## src/rtl/shift_seq_pkg.sv

```systemverilog
// Shared constants for the iterative shift sequencer: state encoding, op codes, widths.
// Used by shift_seq_ctrl and shift_step (SHIFT_STRIDE4_EN selects the 4-step variant there).
package shift_seq_pkg;

  localparam int DW = 32;
  localparam int SW = 5;

  localparam logic [1:0] IDLE  = 2'd0;
  localparam logic [1:0] SHIFT = 2'd1;
  localparam logic [1:0] DONE  = 2'd2;

  typedef enum logic [1:0] {
    ST_IDLE  = IDLE,
    ST_SHIFT = SHIFT,
    ST_DONE  = DONE
  } state_t;

  localparam logic [1:0] OP_SLL = 2'b00;
  localparam logic [1:0] OP_SRL = 2'b01;
  localparam logic [1:0] OP_SRA = 2'b10;

  // Reserved code 2'b11 falls through to a left shift.
  function automatic logic is_right(input logic [1:0] op);
    return (op == OP_SRL) || (op == OP_SRA);
  endfunction

endpackage

```

## src/rtl/shift_step.sv

```systemverilog
// One combinational shift step (by 1, or by 4 when stride4 is set) for the shift sequencer.
// Macro SHIFT_STRIDE4_EN builds the 4-position path; otherwise only the 1-position path exists.
module shift_step
  import shift_seq_pkg::*;
(
  input  logic [DW-1:0] data_in,
  input  logic [1:0]    op,
  input  logic          stride4,
  output logic [DW-1:0] data_out
);

  logic          right;
  logic          fill;
  logic [DW-1:0] sh1;

  assign right = is_right(op);
  assign fill  = (op == OP_SRA) & data_in[DW-1];

  generate
    for (genvar gi = 0; gi < DW; gi++) begin : g_sh1
      logic l1;
      logic r1;
      if (gi >= 1) begin : g_l
        assign l1 = data_in[gi-1];
      end else begin : g_l0
        assign l1 = 1'b0;
      end
      if (gi <= DW - 2) begin : g_r
        assign r1 = data_in[gi+1];
      end else begin : g_rf
        assign r1 = fill;
      end
      assign sh1[gi] = right ? r1 : l1;
    end
  endgenerate

`ifdef SHIFT_STRIDE4_EN
  logic [DW-1:0] sh4;

  generate
    for (genvar gi = 0; gi < DW; gi++) begin : g_sh4
      logic l4;
      logic r4;
      if (gi >= 4) begin : g_l
        assign l4 = data_in[gi-4];
      end else begin : g_l0
        assign l4 = 1'b0;
      end
      if (gi <= DW - 5) begin : g_r
        assign r4 = data_in[gi+4];
      end else begin : g_rf
        assign r4 = fill;
      end
      assign sh4[gi] = right ? r4 : l4;
    end
  endgenerate

  assign data_out = stride4 ? sh4 : sh1;
`else
  logic stride4_unused;
  assign stride4_unused = stride4;
  assign data_out       = sh1;
`endif

endmodule

```

## src/rtl/shift_seq_ctrl.sv

```systemverilog
// Multi-cycle shift sequencer for the EX stage: FSM, remaining-count and result register.
// Define SHIFT_STRIDE4_EN to step by 4 positions while at least 4 remain.
module shift_seq_ctrl
  import shift_seq_pkg::*;
(
  input  logic          clk,
  input  logic          rst_n,
  input  logic          start,
  input  logic [1:0]    op,
  input  logic [DW-1:0] shamt,
  input  logic [DW-1:0] src,
  input  logic          flush,
  output logic          busy,
  output logic          done,
  output logic [DW-1:0] result
);

  state_t        state_reg, state_next;
  logic [SW-1:0] cnt_reg, cnt_next;
  logic [1:0]    op_reg, op_next;
  logic [DW-1:0] result_reg, result_next;

  logic [SW-1:0] amt;
  logic          shamt_unused;
  logic          stride4;
  logic [SW-1:0] step;
  logic [DW-1:0] step_out;

  assign amt          = shamt[SW-1:0];
  assign shamt_unused = ^shamt[DW-1:SW];

`ifdef SHIFT_STRIDE4_EN
  assign stride4 = (cnt_reg >= SW'(4));
`else
  assign stride4 = 1'b0;
`endif
  assign step = stride4 ? SW'(4) : SW'(1);

  shift_step u_step (
    .data_in  (result_reg),
    .op       (op_reg),
    .stride4  (stride4),
    .data_out (step_out)
  );

  always_ff @(posedge clk or negedge rst_n) begin
    if (!rst_n) begin
      state_reg  <= ST_IDLE;
      cnt_reg    <= '0;
      op_reg     <= OP_SLL;
      result_reg <= '0;
    end else begin
      state_reg  <= state_next;
      cnt_reg    <= cnt_next;
      op_reg     <= op_next;
      result_reg <= result_next;
    end
  end

  always_comb begin
    state_next  = state_reg;
    cnt_next    = cnt_reg;
    op_next     = op_reg;
    result_next = result_reg;
    busy        = 1'b0;

    // A flush wins over everything, including a same-cycle start.
    if (flush) begin
      state_next = ST_IDLE;
      cnt_next   = '0;
    end else begin
      case (state_reg)
        ST_SHIFT: begin
          busy        = 1'b1;
          result_next = step_out;
          cnt_next    = cnt_reg - step;
          if (cnt_next == '0) begin
            state_next = ST_DONE;
          end
        end
        ST_IDLE, ST_DONE: begin
          state_next = ST_IDLE;
          if (start) begin
            op_next     = op;
            result_next = src;
            if (amt == '0) begin
              state_next = ST_DONE;
            end else begin
              cnt_next   = amt;
              state_next = ST_SHIFT;
              busy       = 1'b1;
            end
          end
        end
        default: begin
          state_next = ST_IDLE;
        end
      endcase
    end
  end

  assign done   = (state_reg == ST_DONE);
  assign result = result_reg;

endmodule

```

## config.mk

```make
export PLATFORM = sky130hd
export DESIGN_NAME = shift_seq_ctrl
export DESIGN_NICKNAME = d
export VERILOG_FILES = /design/src/rtl/shift_seq_pkg.sv /design/src/rtl/shift_step.sv /design/src/rtl/shift_seq_ctrl.sv
export SDC_FILE = /design/constraint.sdc
export NUM_CORES = 1
export LEC_CHECK = 0
export ABC_AREA = 1
export ABC_CLOCK_PERIOD_IN_PS = 4100
export CAP_MARGIN = 15
export CELL_PAD_IN_SITES_DETAIL_PLACEMENT = 1
export CELL_PAD_IN_SITES_GLOBAL_PLACEMENT = 1
export CORE_MARGIN = 1
export CORE_UTILIZATION = 32
export CTS_CLUSTER_SIZE = 40
export DETAILED_ROUTE_END_ITERATION = 6
export PLACE_DENSITY = 0.93
export SLEW_MARGIN = 10
export SYNTH_ARGS = -nofsm -noshare
export SYNTH_HDL_FRONTEND = slang
export SYNTH_SLANG_ARGS = --single-unit
```

## constraint.sdc

```tcl
create_clock -name clk -period 4.1 [get_ports clk]
set_input_delay 1.025 -clock clk [delete_from_list [all_inputs] [get_ports clk]]
set_output_delay 1.025 -clock clk [all_outputs]
set_load 0.02 [all_outputs]
```

# --- Yosys cells after proc, flatten, opt, wreduce, memory -nomap -nowiden ---
# Index checks and enable logic that the tools add are counted.
totals:
  romBits: 0
  mem_count: 0
  reg_bits: 41
  mem_bits_rw: 0
  latchBits: 0
  in_bits: 70
op_classes:
  muxes: 47
  bitwise: 2
  addsub: 1
  multipliers: 0
  order_cmp: 0
  shift: 0
  eq_ne: 8
  div: 0
  n_reduce_logical: 10
op_table:
  columns: ["cell", "n"]
  rows:
  - ["32-bit case mux with 2 select lines", 1]
  - ["1-bit 2-to-1 mux", 35]
  - ["32-bit 2-to-1 mux", 1]
  - ["5-bit 2-to-1 mux", 3]
  - ["5-bit zero test", 2]
  - ["5-bit case mux with 2 select lines", 1]
  - ["3-bit inequality test, second input constant", 3]
  - ["3-bit AND reduction", 3]
  - ["2-bit 2-to-1 mux", 4]
  - ["5-bit by 1-bit subtractor with 5-bit output, second input constant", 1]
  - ["2-bit by 1-bit == test with 1-bit output, second input constant", 2]
  - ["2-bit == test, second input constant", 2]
  - ["2-bit case mux with 2 select lines", 1]
  - ["3-bit nonzero test", 1]
  - ["2-bit zero test", 1]
  - ["2-bit inequality test, second input constant", 1]
  - ["1-bit case mux with 2 select lines", 1]
  - ["2-bit nonzero test", 1]
  - ["2-bit OR reduction", 1]
  - ["1-bit bitwise AND", 1]
  - ["1-bit logical OR", 1]
  - ["1-bit NOT", 1]

# --- Depth between registers and ports, before layout ---
logic_depth:
  depth_word: 5
  depth_mapped: 9
  depth_no_buf: 9

# --- Cells and area by module ---
# A second synthesis with hierarchy kept.
unflattened:
  cells_unflattened: 370
  hier_area_um2: 2711.4
by_module_without_submodules:
  columns: ["mod", "seq_area_each_um2", "n_inst", "cells_each", "area_per_inst_um2"]
  rows:
  - ["shift_seq_ctrl", 1026.0, 1, 265, 2203.4]
  - ["shift_step", 0.0, 1, 105, 508.0]

# --- Least setup slack after synthesis ---
# Ideal clock, no wire load.
synth_timing:
  kind: "input -> output"
  start: "input flush"
  end: "output busy"
  t_arrival_ns: 1.885
  path_slack_ns: 1.190
  path_stages: 7
  n_path_buf: 3
  cell_sequence: "buf_4 > inv_2 > nand2_1 > o21ai_2 > buf_6 > buf_4 > o21a_1"
synth_via:
  elab_chain_cells: 1
synth_lines:
  columns: ["element", "line_no", "text"]
  rows:
  - ["start, declared", "shift_seq_ctrl.sv:12", "input logic flush,"]
  - ["1-bit 2-to-1 mux", "shift_seq_ctrl.sv:68", "if (flush) begin"]
  - ["end, declared", "shift_seq_ctrl.sv:13", "output logic busy,"]
# Every way passes these cells.

# --- Final worst setup path ---
# Ends and elaborated chain as after synthesis.

==> flow_metrics.tcl <==
set metrics [dict create \
    status "completed" \
    synth.top_cells.by_count "nor2_1, nand2_1, dfrtp_1" \
    slew_violations 0 \
    synth_top_area_cell "dfrtp_1" \
    ir_drop_v 0.000263 \
    io_pins 104 \
    clock_sinks 41 \
    critPathMaxFanout 8 \
    htreeDepth 2 \
    yosys.area_share.simple 0.227 \
    clock_latency_ns 0.29 \
    synth_compound_area_frac 0.256 \
    fin_worst_skew_ns 0.00405 \
    dpl_cell_area_mm2 0.00322 \
    die_x_um 89.2 \
    post-dp-hpwl_mm 4.88 \
    cts_setup_buffers 0 \
    ant_nets 0 \
    fin_setup_tns_ns 0 \
    cap_violations 0 \
    antenna_found_initial 0 \
    hold_viol_final 0 \
    num_rows 31 \
    async_flop_share 1.00 \
    min_to "op_reg[1]" \
    core_area_mm2 0.00729 \
    period_needed_ns 3.69 \
    synth_top_area_frac 0.422 \
    die_area_mm2 0.00795 \
    wire_per_inst_um 14.5 \
    r2r_end "result[31]" \
    largest_register_ffs 32 \
    syn_inst 336 \
    final_nets 473 \
    path_class "in -> out" \
    cp.required_ns 3.07 \
    setup_viol 0 \
    viasPerCell 5.00 \
    first_global_vias 2578 \
    synth-edff-count 0 \
    syn_area_per_cell_um2 7.24 \
    postSynthNetCount 409 \
    grt_max_degree 66 \
    cts.path.max_buffers 2 \
    area_delta_synth_final_pct 36.6 \
    io_buffers 76 \
    cp-end-kind "output port" \
    cp-start-kind "input port" \
    synth-xor-area-share 0 \
    arrival_ns 2.67 \
    yosysWarnings 0 \
    hold_path_class "reg -> reg" \
    final_util 0.456 \
    start_util 0.334 \
    p_total_mw 1.94 \
    antennaDiodeCount 0 \
    synthFlopType "dfrtp_1" \
    drc 0 \
    cts_hold_buf 0 \
    yosysMostFrequentCell "nor2_1" \
    synthAdderAreaFrac 0.0154 \
    synth_area_leaders "dfrtp_1, nor2_1, nand2_1, o21a_1, o21ai_0" \
    numCtsBuffers 5 \
    power_density_mw_per_mm2 585 \
    yosys.cell_types.count 20 \
    grt_usage 0.200 \
    r2r_cells 8 \
    whs_path_depth 2 \
    n_fill_cell 947 \
    vias 2494 \
    reg2reg_from "op_reg[0]" \
    fmax_ghz 0.271 \
    post_cts_resized 0 \
    synthMuxAreaShare 0 \
    design_area_mm2 0.00332 \
    clkTransAtPathRegs_ns 0.08 \
    worstMarginPinSlew_ns 1.06 \
    drt_iter0_drc 73 \
    rsz0062_at_grt "false" \
    grt_pass1_wl_mm 12.2 \
    overflow 0 \
    min_from "op_reg[1]" \
    synth-seq-area-share 0.422 \
    dr.pass1.iters 4 \
    gp_congestion 0.783 \
    netlist_area_mm2 0.00243 \
    cts_tree "built" \
    synth_top_family_by_area "compound AO/OA/AOI/OAI gates" \
    clockRootBuffer "clkbuf_8" \
    fp.dieH_um 89.2 \
    leakagePower_nw 1.41 \
    totalWireLength_mm 7.22 \
    final_layout_size_suffix_gt1_frac 0.0350 \
    ys_ff_latch 41 \
    regToRegSetupSlack_ns 1.82 \
    max-slew-margin-rel 0.290 \
    post-route-period-util 0.901 \
]
-- placed cells by master, fill, tap and decap left out, types with 2 or more instances in the layout --
| cell | instances |
|---|---|
| buf_4 | 3 |
| nand3_1 | 9 |
| clkdlybuf4s50_1 | 75 |
| o21ai_1 | 5 |
| o21ai_0 | 39 |
| inv_1 | 18 |
| nand2_1 | 61 |
| o211ai_1 | 2 |
| a21oi_1 | 32 |
| o21a_1 | 28 |
| ha_1 | 3 |
| nor2_1 | 71 |
| clkbuf_8 | 5 |
| dfrtp_1 | 41 |
-- layout make-up --
cell class | count | area [µm²] | share of cell area
multi-input cells | 254 | 1220 | 0.367
flip-flops and latches | 41 | 1030 | 0.309
repair buffers | 79 | 778 | 0.234
well taps | 99 | 124 | 0.0373
inverters | 19 | 71.3 | 0.0215
clock buffers | 5 | 68.8 | 0.0207
clock inverters | 2 | 35.0 | 0.0105
-- routing by layer --
metal  vias to the layer above  track usage  wire length, µm
met3                         6       0.0360              297
met2                        54        0.344             3490
met4                         0       0.0433               61
met5                         -            0                0
met1                      1209        0.263             3380
li1                       1225            -                -
-- metrics by stage --
step / hold slack, ns / std cells / setup WS (ns)
2_1_floorplan: 0.453 / 336 / 1.19
3_3_place_gp: 0.468 / 492 / 0.403
3_5_place_dp: 0.477 / 492 / 0.400
4_1_cts: 0.496 / 499 / 0.387
5_1_grt: 0.551 / 499 / 0.292
6_report: 0.491 / 499 / 0.407
-- power by group --
group | switching, mW | total, mW | internal (mW)
Clock | 0.144 | 0.321 | 0.177
Combinational | 0.534 | 0.946 | 0.412
Sequential | 0.142 | 0.678 | 0.536
-- worst max path at each step --
stage               cells after the start  endpoint  slack (ns)   from
CTS                                     6      busy        0.39  flush
finish                                  6      busy        0.41  flush
global route                            6      busy        0.29  flush
floorplan                               7      busy        1.19  flush
detailed placement                      6      busy        0.40  flush
global placement                        6      busy        0.40  flush
-- critical path: stages --
cell and delay (ns):
clkdlybuf4s50_1 0.58, inv_2 0.11, nand2_1 0.12, o21ai_4 0.09, o21a_1 0.15, clkdlybuf4s50_1 0.60
-- cell families (layout without fill, tap and decap cells) --
family | count (synthesis) | after routing
adders and majority gates | 3 | 3
buffers and inverters | 41 | 105
and+or+nand+nor | 143 | 143
DFF | 41 | 41
AOI/OAI and AO/OA | 108 | 108
Power figures use the tool's default switching activity.
